**src/rtl/bw_io_misc_pkg.sv**
```systemverilog
// Shared types for the misc-pad chunk: boundary-scan op encoding and its decode.
// Pure declarations with no timing and no flow control.
package bw_io_misc_pkg;

  localparam int BSR_CELLS_PER_PAD = 2;

  typedef enum logic [1:0] {
    BSR_HOLD    = 2'd0,
    BSR_CAPTURE = 2'd1,
    BSR_SHIFT   = 2'd2
  } bsr_op_e;

  function automatic bsr_op_e bsr_decode(input logic clock_dr, input logic shift_dr);
    if (!clock_dr) return BSR_HOLD;
    if (shift_dr)  return BSR_SHIFT;
    return BSR_CAPTURE;
  endfunction

endpackage

```
**src/rtl/bw_io_bsr_cell.sv**
```systemverilog
// One boundary-scan cell: a capture/shift flop plus an update flop.
// Both flops change on the clock edge after the strobe. The cell is strobe driven and has no backpressure.
module bw_io_bsr_cell
  import bw_io_misc_pkg::*;
(
  input  logic    clk,
  input  logic    reset,
  input  bsr_op_e op,
  input  logic    update_en,
  input  logic    capture_in,
  input  logic    shift_in,
  output logic    shift_q,
  output logic    update_q
);

  logic shift_d;
  logic update_d;

  always_comb begin
    shift_d = shift_q;
    case (op)
      BSR_CAPTURE: shift_d = capture_in;
      BSR_SHIFT:   shift_d = shift_in;
      default:     shift_d = shift_q;
    endcase
    // Update always samples the pre-edge shift value, even during a shift.
    update_d = update_en ? shift_q : update_q;
  end

  always_ff @(posedge clk) begin
    if (reset) begin
      shift_q  <= 1'b0;
      update_q <= 1'b0;
    end else begin
      shift_q  <= shift_d;
      update_q <= update_d;
    end
  end

endmodule

```
**src/rtl/bw_io_misc_chunk_gen.sv**
```systemverilog
// Misc-pad chunk: registered pad drive, input synchronisers, BSR, internal scan, trigger counter.
// Drive latency is 1 and input latency is SYNC_STAGES. The chunk has no backpressure, and the trigger counter saturates.
module bw_io_misc_chunk_gen
  import bw_io_misc_pkg::*;
#(
  parameter int                  NUM_PADS    = 4,
  parameter logic [NUM_PADS-1:0] OUT_EN      = 4'b1101,
  parameter int                  SYNC_STAGES = 2,
  parameter int                  TRIG_IDX    = 1,
  parameter int                  TRIG_CNT_W  = 8
) (
  input  logic                  clk,
  input  logic                  reset,
  input  logic [NUM_PADS-1:0]   data,
  input  logic [NUM_PADS-1:0]   oe,
  output logic [NUM_PADS-1:0]   to_core,
  input  logic [NUM_PADS-1:0]   pad_in,
  output logic [NUM_PADS-1:0]   pad_out,
  output logic [NUM_PADS-1:0]   pad_oe,
  input  logic                  hiz_l,
  input  logic                  mode_ctl,
  input  logic                  clock_dr,
  input  logic                  shift_dr,
  input  logic                  update_dr,
  input  logic                  bsi,
  output logic                  bso,
  input  logic                  se,
  input  logic                  si,
  output logic                  so,
  output logic                  trig_pulse,
  output logic [TRIG_CNT_W-1:0] trig_cnt,
  input  logic                  trig_clr
);

  localparam int CHAIN_LEN = NUM_PADS * (2 + SYNC_STAGES);
  localparam int BSR_LEN   = NUM_PADS * BSR_CELLS_PER_PAD;

  logic [NUM_PADS-1:0]                  dq_q, dq_d;
  logic [NUM_PADS-1:0]                  oq_q, oq_d;
  logic [NUM_PADS-1:0][SYNC_STAGES-1:0] sync_q, sync_d, sync_fn;
  logic [CHAIN_LEN-1:0]                 scan_cur, scan_nxt;

  logic                  prev_q, prev_d;
  logic                  pulse_q, pulse_d;
  logic [TRIG_CNT_W-1:0] cnt_q, cnt_d;
  logic                  trig_cur, trig_edge;

  logic [BSR_LEN-1:0] bsr_sh_q;
  logic [BSR_LEN-1:0] bsr_upd_q;
  bsr_op_e            bsr_op;

  // The packed concatenation places dq[0] at bit 0, so the chain runs si -> dq -> oq -> sync -> so.
  always_comb begin
    scan_cur = {sync_q, oq_q, dq_q};
    scan_nxt = {scan_cur[CHAIN_LEN-2:0], si};
    for (int p = 0; p < NUM_PADS; p++) begin
      sync_fn[p][0] = pad_in[p];
      for (int s = 1; s < SYNC_STAGES; s++) begin
        sync_fn[p][s] = sync_q[p][s-1];
      end
    end
    if (se) begin
      {sync_d, oq_d, dq_d} = scan_nxt;
    end else begin
      {sync_d, oq_d, dq_d} = {sync_fn, oe, data};
    end
  end

  always_comb begin
    trig_cur  = sync_q[TRIG_IDX][SYNC_STAGES-1];
    trig_edge = trig_cur & ~prev_q;
    prev_d    = prev_q;
    pulse_d   = 1'b0;
    cnt_d     = cnt_q;
    if (!se) begin
      prev_d  = trig_cur;
      pulse_d = trig_edge;
      if (trig_clr) begin
        cnt_d = '0;
      end else if (trig_edge && (cnt_q != {TRIG_CNT_W{1'b1}})) begin
        cnt_d = cnt_q + 1'b1;
      end
    end
  end

  always_ff @(posedge clk) begin
    if (reset) begin
      dq_q    <= '0;
      oq_q    <= '0;
      sync_q  <= '0;
      prev_q  <= 1'b0;
      pulse_q <= 1'b0;
      cnt_q   <= '0;
    end else begin
      dq_q    <= dq_d;
      oq_q    <= oq_d;
      sync_q  <= sync_d;
      prev_q  <= prev_d;
      pulse_q <= pulse_d;
      cnt_q   <= cnt_d;
    end
  end

  assign bsr_op = bsr_decode(clock_dr, shift_dr);

  for (genvar c = 0; c < BSR_LEN; c++) begin : g_bsr
    localparam int PAD = c / BSR_CELLS_PER_PAD;
    logic cap_in;
    logic sh_in;
    if (c % BSR_CELLS_PER_PAD == 0) begin : g_oe_cell
      assign cap_in = oq_q[PAD];
    end else begin : g_data_cell
      assign cap_in = pad_in[PAD];
    end
    if (c == 0) begin : g_head
      assign sh_in = bsi;
    end else begin : g_body
      assign sh_in = bsr_sh_q[c-1];
    end
    bw_io_bsr_cell u_cell (
      .clk        (clk),
      .reset      (reset),
      .op         (bsr_op),
      .update_en  (update_dr),
      .capture_in (cap_in),
      .shift_in   (sh_in),
      .shift_q    (bsr_sh_q[c]),
      .update_q   (bsr_upd_q[c])
    );
  end

  // In EXTEST the update registers replace the core stage. Both hiz_l and the pad capability still gate the driver.
  always_comb begin
    for (int i = 0; i < NUM_PADS; i++) begin
      pad_out[i] = mode_ctl ? bsr_upd_q[BSR_CELLS_PER_PAD*i+1] : dq_q[i];
      pad_oe[i]  = (mode_ctl ? bsr_upd_q[BSR_CELLS_PER_PAD*i] : oq_q[i]) & OUT_EN[i] & hiz_l;
      to_core[i] = sync_q[i][SYNC_STAGES-1];
    end
  end

  assign bso        = bsr_sh_q[BSR_LEN-1];
  assign so         = scan_cur[CHAIN_LEN-1];
  assign trig_pulse = pulse_q;
  assign trig_cnt   = cnt_q;

endmodule

```
**config.mk**
```make
export PLATFORM = sky130hd
export DESIGN_NAME = bw_io_misc_chunk_gen
export DESIGN_NICKNAME = d
export VERILOG_FILES = /design/src/rtl/bw_io_misc_pkg.sv /design/src/rtl/bw_io_bsr_cell.sv /design/src/rtl/bw_io_misc_chunk_gen.sv
export SDC_FILE = /design/constraint.sdc
export NUM_CORES = 1
export LEC_CHECK = 0
export ABC_AREA = 0
export CORE_UTILIZATION = 52
export DETAILED_ROUTE_END_ITERATION = 7
export GPL_TIMING_DRIVEN = 1
export PLACE_DENSITY_LB_ADDON = 0.08
export SLEW_MARGIN = 40
export SYNTH_ARGS = -nofsm -noshare
export SYNTH_HDL_FRONTEND = slang
export SYNTH_SLANG_ARGS = --single-unit
```
**constraint.sdc**
```tcl
create_clock -name clk -period 2.8 [get_ports clk]
set_input_delay 0.56 -clock clk [delete_from_list [all_inputs] [get_ports clk]]
set_output_delay 0.56 -clock clk [all_outputs]
set_load 0.01 [all_outputs]
```
==> results.txt, run 1 <==
status - completed
vias in the first global route - 1388
vias per inst - 5.45
combinational share of power - 0.133
reg2reg start - trig_cnt[5]
routability-driven placement congestion ratio - 0.794
Syn Area/Cell - 9.62 um2
Worst-Skew Late Latency - 0.33 ns
Final Setup Violations - 0
most frequent cells in the layout - clkdlybuf4s50_1 (44), dfxtp_1 (41), mux2i_1 (32), nor2_1 (32), a211oi_1 (10)
Fin Setup TNS - 0 ns
synthesized cell area - 0.00181 mm2
R2R Path End - trig_cnt[6]
CP Capture Type - output pin
Initial Utilization - 0.542
cell internal pwr - 806 uW
final period utilization - 0.952
DRT antenna net count - 0
RSZ-0062 raised after global routing - no
clk sink count - 41
port bufs - 44
Worst setup SP type - primary input
Reg clk slew, reported paths - 0.11 ns
largest net degree at the start of global routing - 35
Hold Path End - so
final slew viol count - 0
Sw Ratio - 0.239
total CTS buffers - 5
worst vdd ir - 0.260 mV
Ports - 46
worst hold path cell count - 1
worst min path class - register to register
# diodes - 0
width of the chip - 61.0 um
Fmax - 375 MHz
Final #Nets - 250
Psw - 253 uW
Final HPWL DP - 2.75 mm
power density over the cells - 460 mW/mm2
per-cell routed wire length - 13.7 um
first-pass GRT wire length - 6.18 mm
H-tree depth - 2
die area - 0.00372 mm2
Pleak - 0.000923 uW
CTS tree - done
root buf cell - clkbuf_4
chip height - 61.0 um
post-cts hold buffer count - 0
CTS Buffer Depth - 2
num rows - 21
Seq pwr share - 0.590
GRT Total Usage - 0.227
Remaining DRCs - 0
worst endpoint required time - 2.24 ns
First-pass DRT Iterations - 4
Worst slew margin - 0.668
Crit-path slowest cell - clkdlybuf4s50_1
part of the Yosys area used for sequential elements - 0.454
Final min period - 2.66 ns
core box area - 0.00334 mm2
Total Wirelength - 3.73 mm
area leader, netlist - dfxtp_1
syn nets - 212
layout cell share with drive strength beyond 1 - 0.0708
synthesized flop and latch total - 41
Iteration-0 DRC Markers - 107
postcts setup bufs - 0
Layout area overhead - 27.3%
leading cell type in the layout, fill and taps excluded - clkdlybuf4s50_1
Least-Margin Pin Slew - 0.491 ns
synth warn - 0
# Max-Cap Violations - 0
Max FO, Critical Path - 7
worst endpoint data arrival time - 2.10 ns
clock share of power - 0.277
initial antenna violation count - 0
Hold Fails Final Rpt - 0
Largest stage delay, worst path - 0.68 ns
post-route design area - 0.00230 mm2
count of cell types in the netlist - 34
CTS resizes - 0
top cells by area, synth - dfxtp_1 (45%), mux2i_1 (18%), nor2_1 (6.6%)
placed cell area - 0.00225 mm2
Layout Skew - 0.00687 ns
hold_sp - scan_cur[14]
Reg2Reg Depth - 4
Yosys top cell area share - 0.454
Post-Syn Instances - 188
cell mode on critical path - clkdlybuf4s50_1
crit path kind - primary input to output pin
CP cell instances - clkdlybuf4s50_1 > mux2_2 > clkdlybuf4s50_1
reg-to-reg slack, setup - 1.05 ns
gr ovfl total - 0
via count - 1482
## worst max-delay path: cells and delay by family
family,cells,cell delay (ns)
buffers and inverters,2,1.16
multiplexers,1,0.38
## layout make-up
cell class / instances / area [um2]
fill: 278 / 1030
multi-input combinational: 130 / 902
sequential: 41 / 821
timing repair buffer: 47 / 463
tap: 46 / 57.6
clock buffer: 7 / 55.1
inverter: 1 / 3.75
## worst max-delay path by stage
stage	end	startpoint
2_1_floorplan	pad_out[0]	mode_ctl
3_3_place_gp	pad_out[2]	mode_ctl
3_5_place_dp	pad_out[2]	mode_ctl
4_1_cts	pad_out[2]	mode_ctl
5_1_grt	pad_out[2]	mode_ctl
6_report	pad_out[2]	mode_ctl
## registers in the layout, summed over array words and instances, names as in the netlist
register / flops
trig_pulse: 1
g_bsr.u_cell.update_q: 7
oq_q: 4
so: 1
prev_q: 1
dq_q: 4
g_bsr.u_cell.shift_q: 8
scan_cur: 4
trig_cnt: 8
to_core: 3
## kinds of logic after synthesis
logic type | count (synthesis) | synth area share
and+or+nand+nor | 71 | 0.201
DFF | 41 | 0.454
muxes | 36 | 0.202
AOI/OAI and AO/OA | 21 | 0.0865
buffers and inverters | 17 | 0.0471
adders and majority gates | 1 | 0.00692
other | 1 | 0.00207
## per-stage QoR
step	setup slack, ns	power (uW)	hold WS, ns	util	instances
finish	0.135	1060	0.452	0.690	272
global route	0.0786	1110	0.468	0.690	272
CTS	0.124	1070	0.457	0.690	272
detailed placement	0.129	779	0.434	0.673	265
global placement	0.161	773	0.418	0.673	265
floorplan	1.01	714	0.414	-	188
## routing by layer
metal | global-route usage | wire length (um) | vias to the layer above
met1 | 0.285 | 1620 | 698
li1 | - | - | 729
met5 | 0 | 0 | -
met4 | 0.0714 | 30 | 0
met2 | 0.381 | 1870 | 51
met3 | 0.0597 | 205 | 4
## power groups by stage
stage	clock [uW]	combinational (uW)	sequential [uW]
3_5_place_dp	0	142	638
4_1_cts	302	142	625
6_report	293	141	625
3_3_place_gp	0	137	637
2_1_floorplan	0	81.8	632
5_1_grt	327	157	628
## synth_stat cells (all sizes together)
cell     n
ha       1
o31a     1
conb     1
mux2     4
or3b     3
nand4b   1
nor3b    1
or3      2
nand4    2
clkbuf   9
a21oi    3
a22oi    1
a211oi  10
nor2b    8
nand2b   1
dfxtp   41
and3     1
o21ai    2
mux2i   32
o311ai   1
nor4bb   1
and4     1
o211ai   1
nand3b   1
nand2    8
inv      1
a21o     1
nand3    7
nor2    32
or4      2
a32oi    1
buf      7
Note: power is estimated with default switching activity, not from simulation.
==> run 2, diff against run 1 <==
ABC_CLOCK_PERIOD_IN_PS = 2300   (was not set)
CORE_UTILIZATION = 43   (was 52)
SLEW_MARGIN = not set   (was 40)
clock period = 2.3 ns   (was 2.8 ns; I/O delays follow)
==> run 2 against run 1 <==
Register-to-register slack worse by 0.52 ns. Critical path depth is 1 higher. Die area is 20% higher. Non-clock buffer count is 2 higher. Sequential cell count stayed put. Total power is 32% higher. Core utilization is 10 points lower. Clock power is 59% higher. Final cell count is 2.2% higher. Critical path type unchanged. Via count is 0.61% lower. Highest routed layer unchanged. Clock skew is 0.0037 ns lower. Sequential power is 21% higher.
==> results.txt, run 2 (same netlist as run 1, synthesis figures left out) <==
Total Wirelength - 3.78 mm (+1.3%)
# Max-Cap Violations - 0 (unchanged)
Pleak - 0.00102 uW (+10%)
worst min path class - register to register
Fin Setup TNS - 0 ns (unchanged)
vias in the first global route - 1358 (-2.2%)
worst endpoint required time - 1.84 ns (-0.40 ns)
Max FO, Critical Path - 7 (unchanged)
worst endpoint data arrival time - 1.70 ns (-0.40 ns)
combinational share of power - 0.124 (-0.009)
core box area - 0.00403 mm2 (+21%)
Ports - 46 (unchanged)
vias per inst - 5.30 (-2.8%)
Iteration-0 DRC Markers - 75 (-30%)
Seq pwr share - 0.543 (-0.047)
num rows - 23 (+9.5%)
# diodes - 0 (unchanged)
DRT antenna net count - 0 (unchanged)
first-pass GRT wire length - 6.27 mm (+1.6%)
largest net degree at the start of global routing - 23 (-34%)
chip height - 66.8 um (+9.6%)
crit path kind - primary input to output pin
clock share of power - 0.333 (+0.056)
Sw Ratio - 0.231 (-0.00805)
Final HPWL DP - 2.73 mm (-0.78%)
Hold Fails Final Rpt - 0 (unchanged)
WHS - 0.438 ns (-0.0140 ns)
die area - 0.00447 mm2 (+20%)
gr ovfl total - 0 (unchanged)
cell internal pwr - 1080 uW (+33%)
CTS tree - done
First-pass DRT Iterations - 4 (unchanged)
total CTS buffers - 5 (unchanged)
Layout area overhead - 31.2%
Initial Utilization - 0.449 (-0.0930)
per-cell routed wire length - 13.6 um (-0.90%)
layout cell share with drive strength beyond 1 - 0.0833 (+0.0125)
Layout Skew - 0.00315 ns (-0.00372 ns)
leading cell type in the layout, fill and taps excluded - dfxtp_1
fin cells - 278 (+2.2%)
Final min period - 2.16 ns
most frequent cells in the layout - dfxtp_1 (41), clkdlybuf4s50_1 (37), nor2_1 (32), mux2i_1 (31), a211oi_1 (10)
initial antenna violation count - 0 (unchanged)
routability-driven placement congestion ratio - 0.788 (-0.69%)
Fmax - 462 MHz
root buf cell - clkbuf_8
Final Setup Violations - 0 (unchanged)
GRT Total Usage - 0.189 (-0.0382)
placed cell area - 0.00228 mm2 (+1.4%)
Tot Pwr - 1400 uW (+32%)
Fill cells - 347 (+25%)
Worst slew margin - 0.650 (-0.0187)
area of the multi-input gates - 906 um2 (+0.42%)
Worst-Skew Late Latency - 0.28 ns (-0.05 ns)
width of the chip - 66.8 um (+9.6%)
post-route design area - 0.00237 mm2 (+3.0%)
register area - 821 um2 (unchanged)
worst vdd ir - 0.415 mV (+59%)
status - completed
port bufs - 44 (unchanged)
via count - 1473 (-0.61%)
post-cts hold buffer count - 0 (unchanged)
Worst setup SP type - primary input
final period utilization - 0.941
Reg clk slew, reported paths - 0.07 ns (-0.04 ns)
final slew viol count - 0 (unchanged)
RSZ-0062 raised after global routing - no
CP Capture Type - output pin
Psw - 323 uW (+28%)
H-tree depth - 2 (unchanged)
Remaining DRCs - 0 (unchanged)
power density over the cells - 589 mW/mm2 (+28%)
DP Cell Count - 271 (+2.3%)
clk sink count - 41 (unchanged)
Final #Nets - 252 (+0.80%)
Least-Margin Pin Slew - 0.524 ns (+0.0331 ns)
CTS Buffer Depth - 2 (unchanged)
## run 2: cell types whose count changed in the layout (fill, tap and decap cells not counted), sizes merged
cell / before / now
clkdlybuf4s50: 44 / 37
dlygate4sd2: 0 / 4
dlymetal6s2s: 0 / 3
buf: 3 / 5
## run 2: final timing paths
check                    start          end  slack [ns]  cells after the start
setup reg to reg   trig_cnt[0]  trig_cnt[7]        0.53                      5
hold / removal    scan_cur[12]   to_core[2]        0.44                      1
hold reg to reg   scan_cur[12]   to_core[2]        0.44                      1
setup / recovery      mode_ctl   pad_out[1]        0.14                      4
## run 2: layout make-up
class                           instances  area share
Multi-Input combinational cell        130       0.382
Sequential cell                        41       0.346
Timing Repair Buffer                   49       0.208
Clock buffer                            7      0.0364
Tap cell                               50      0.0264
Inverter                                1     0.00158
## run 2: power groups by stage
stage,combinational [uW],clock (uW),sequential [uW]
2_1_floorplan,99.6,0,770
3_3_place_gp,174,0,774
3_5_place_dp,178,0,775
4_1_cts,175,481,759
5_1_grt,190,518,763
6_report,173,466,759
## run 2: timing repair
action	CTS	global route
gates resized for setup	4	4
buffers inserted	0	0
pin swaps	0	0
endpoints found under the setup margin	4	3
## run 2: worst max-delay path, stage by stage
cell,delay (ns)
clkdlybuf4s50_1,0.51
buf_12,0.13
mux2_2,0.32
dlygate4sd2_1,0.28
## run 2: per-stage QoR
stage	worst slack, ns	util
3_5_place_dp	-0.0628	0.566
6_report	0.136	0.589
2_1_floorplan	0.610	-
4_1_cts	0.00352	0.586
5_1_grt	0.0987	0.589
3_3_place_gp	-0.0608	0.566
## run 2: layer usage
metal	part of all wire	global-route usage	vias to the layer above
met5	0	0	-
met4	0.011	0.0878	0
li1	-	-	744
met2	0.45	0.295	36
met3	0.041	0.0428	4
met1	0.50	0.244	689
==> run 3, diff against run 2 <==
CORE_MARGIN = 3   (was not set)
==> run 3 against run 2 <==
Clock power barely moved. Global-route usage down 3.3 points. Total power down 0.50%. Critical path depth stayed put. Wire length grew 1.1%. First-iteration DRC count decreased by 25%. Final cell count fell by 0.72%. Non-clock buffer count stayed put. Largest cell class unchanged. Clock-buffer cell count is the same. Clock skew decreased by 0.0013 ns. Worst hold slack gained 0.0057 ns.
==> results.txt, run 3 (same netlist as run 1, synthesis figures left out) <==
post-cts hold buffer count - 0 (unchanged)
Hold Fails Final Rpt - 0 (unchanged)
worst min path class - register to register
Total Wirelength - 3.82 mm (+1.1%)
reg2reg start - trig_cnt[0]
width of the chip - 70.8 um (+6.0%)
CP Capture Type - output pin
CTS Buffer Depth - 2 (unchanged)
postcts setup bufs - 0 (unchanged)
# diodes - 0 (unchanged)
Remaining DRCs - 0 (unchanged)
Final Setup Violations - 0 (unchanged)
Fmax - 462 MHz (about the same)
Layout Skew - 0.00185 ns (-0.00130 ns)
Initial Utilization - 0.469 (+0.0204)
Crit-path slowest cell - clkdlybuf4s50_1
core box area - 0.00385 mm2 (-4.3%)
first-pass GRT wire length - 6.33 mm (+0.99%)
num rows - 22 (-4.3%)
largest net degree at the start of global routing - 26 (+13%)
placed cell area - 0.00226 mm2 (-0.66%)
post-route design area - 0.00235 mm2 (-0.95%)
H-tree depth - 2 (unchanged)
Ports - 46 (unchanged)
Max FO, Critical Path - 7 (unchanged)
layout cell share with drive strength beyond 1 - 0.0789 (-0.00439)
worst endpoint data arrival time - 1.70 ns (about the same)
Least-Margin Pin Slew - 0.535 ns (+0.0106 ns)
worst endpoint required time - 1.84 ns (about the same)
final period utilization - 0.940 (about the same)
worst vdd ir - 0.316 mV (-24%)
clk sink count - 41 (unchanged)
Pleak - 0.00100 uW (-1.5%)
initial antenna violation count - 0 (unchanged)
root buf cell - clkbuf_8
CTS tree - done
vias in the first global route - 1396 (+2.8%)
DP Cell Count - 269 (-0.74%)
Worst-Skew Late Latency - 0.29 ns (about the same)
gr ovfl total - 0 (unchanged)
crit path kind - primary input to output pin
Layout area overhead - 30.0%
total CTS buffers - 5 (unchanged)
reg-to-reg slack, setup - 0.50 ns (-0.03 ns)
Worst setup SP type - primary input
Final #Nets - 252 (unchanged)
crit path to - pad_out[2]
Largest stage delay, worst path - 0.45 ns (-0.06 ns)
crit path from - mode_ctl
CP cell instances - clkdlybuf4s50_1 > buf_4 > mux2_2 > dlygate4sd2_1
die area - 0.00502 mm2 (+12%)
status - completed
Final HPWL DP - 2.85 mm (+4.4%)
Worst slew margin - 0.643 (-0.00712)
Final min period - 2.16 ns (-0.00156 ns)
GRT Total Usage - 0.156 (-0.0329)
# Max-Cap Violations - 0 (unchanged)
routability-driven placement congestion ratio - 0.793 (+0.56%)
Iteration-0 DRC Markers - 56 (-25%)
most frequent cells in the layout - dfxtp_1 (41), clkdlybuf4s50_1 (37), mux2i_1 (32), nor2_1 (32), a211oi_1 (10)
DRT antenna net count - 0 (unchanged)
Reg clk slew, reported paths - 0.07 ns (about the same)
vias per inst - 5.34 (+0.86%)
chip height - 70.8 um (+6.0%)
Fin Setup TNS - 0 ns (unchanged)
leading cell type in the layout, fill and taps excluded - dfxtp_1
RSZ-0062 raised after global routing - no
First-pass DRT Iterations - 4 (unchanged)
port bufs - 44 (unchanged)
per-cell routed wire length - 13.8 um (+1.9%)
Reg2Reg Depth - 5 (unchanged)
R2R Path End - trig_cnt[5]
fin cells - 276 (-0.72%)
via count - 1475 (+0.14%)
final slew viol count - 0 (unchanged)
power density over the cells - 592 mW/mm2 (+0.46%)
-- run 3: cell type report --
| class | instances | area [um2] |
|---|---|---|
| Fill cell | 345 | 1500 |
| Multi-Input combinational cell | 130 | 902 |
| Sequential cell | 41 | 821 |
| Timing Repair Buffer | 49 | 477 |
| Clock buffer | 7 | 86.3 |
| Tap cell | 48 | 60.1 |
| Inverter | 1 | 3.75 |
-- run 3: metrics by stage --
step	hold WS [ns]	total power (uW)	util	worst slack (ns)
after floorplan	0.414	869	-	0.610
after global placement	0.420	945	0.588	-0.0504
after detailed placement	0.426	950	0.588	-0.0717
after CTS	0.443	1410	0.608	0.00275
after global routing	0.462	1450	0.610	0.104
final	0.444	1390	0.610	0.137
-- run 3: worst min path at each step --
stage                  from         end  depth (start not counted)
2_1_floorplan  scan_cur[14]          so                          1
4_1_cts        scan_cur[14]          so                          1
3_5_place_dp   scan_cur[12]  to_core[2]                          1
6_report       scan_cur[14]          so                          1
5_1_grt        scan_cur[10]  to_core[1]                          1
3_3_place_gp   scan_cur[12]  to_core[2]                          1
-- run 3: metal layers --
metal,wire length (um),vias to the layer above,track usage
li1,-,735,-
met1,1770,691,0.198
met3,177,8,0.0412
met4,57,0,0.0564
met5,0,-,0
met2,1820,41,0.254
-- run 3: worst max-delay path, delay by kind of cell --
| family | cells | cell delay, ns |
|---|---|---|
| muxes | 1 | 0.34 |
| buffers and inverters | 3 | 0.89 |
-- run 3: power by group --
group	switching [uW]	total (uW)	internal, uW
clock	226	464	238
sequential	19.5	759	740
combinational	73.7	168	94.4
total	319	1390	1070
-- run 3: what timing repair did --
| action | in CTS | in global routing |
|---|---|---|
| hold endpoints to repair | 0 | 0 |
| resized for setup | 5 | 2 |
| pin swaps | 0 | 0 |
| endpoints found under the setup margin | 5 | 2 |
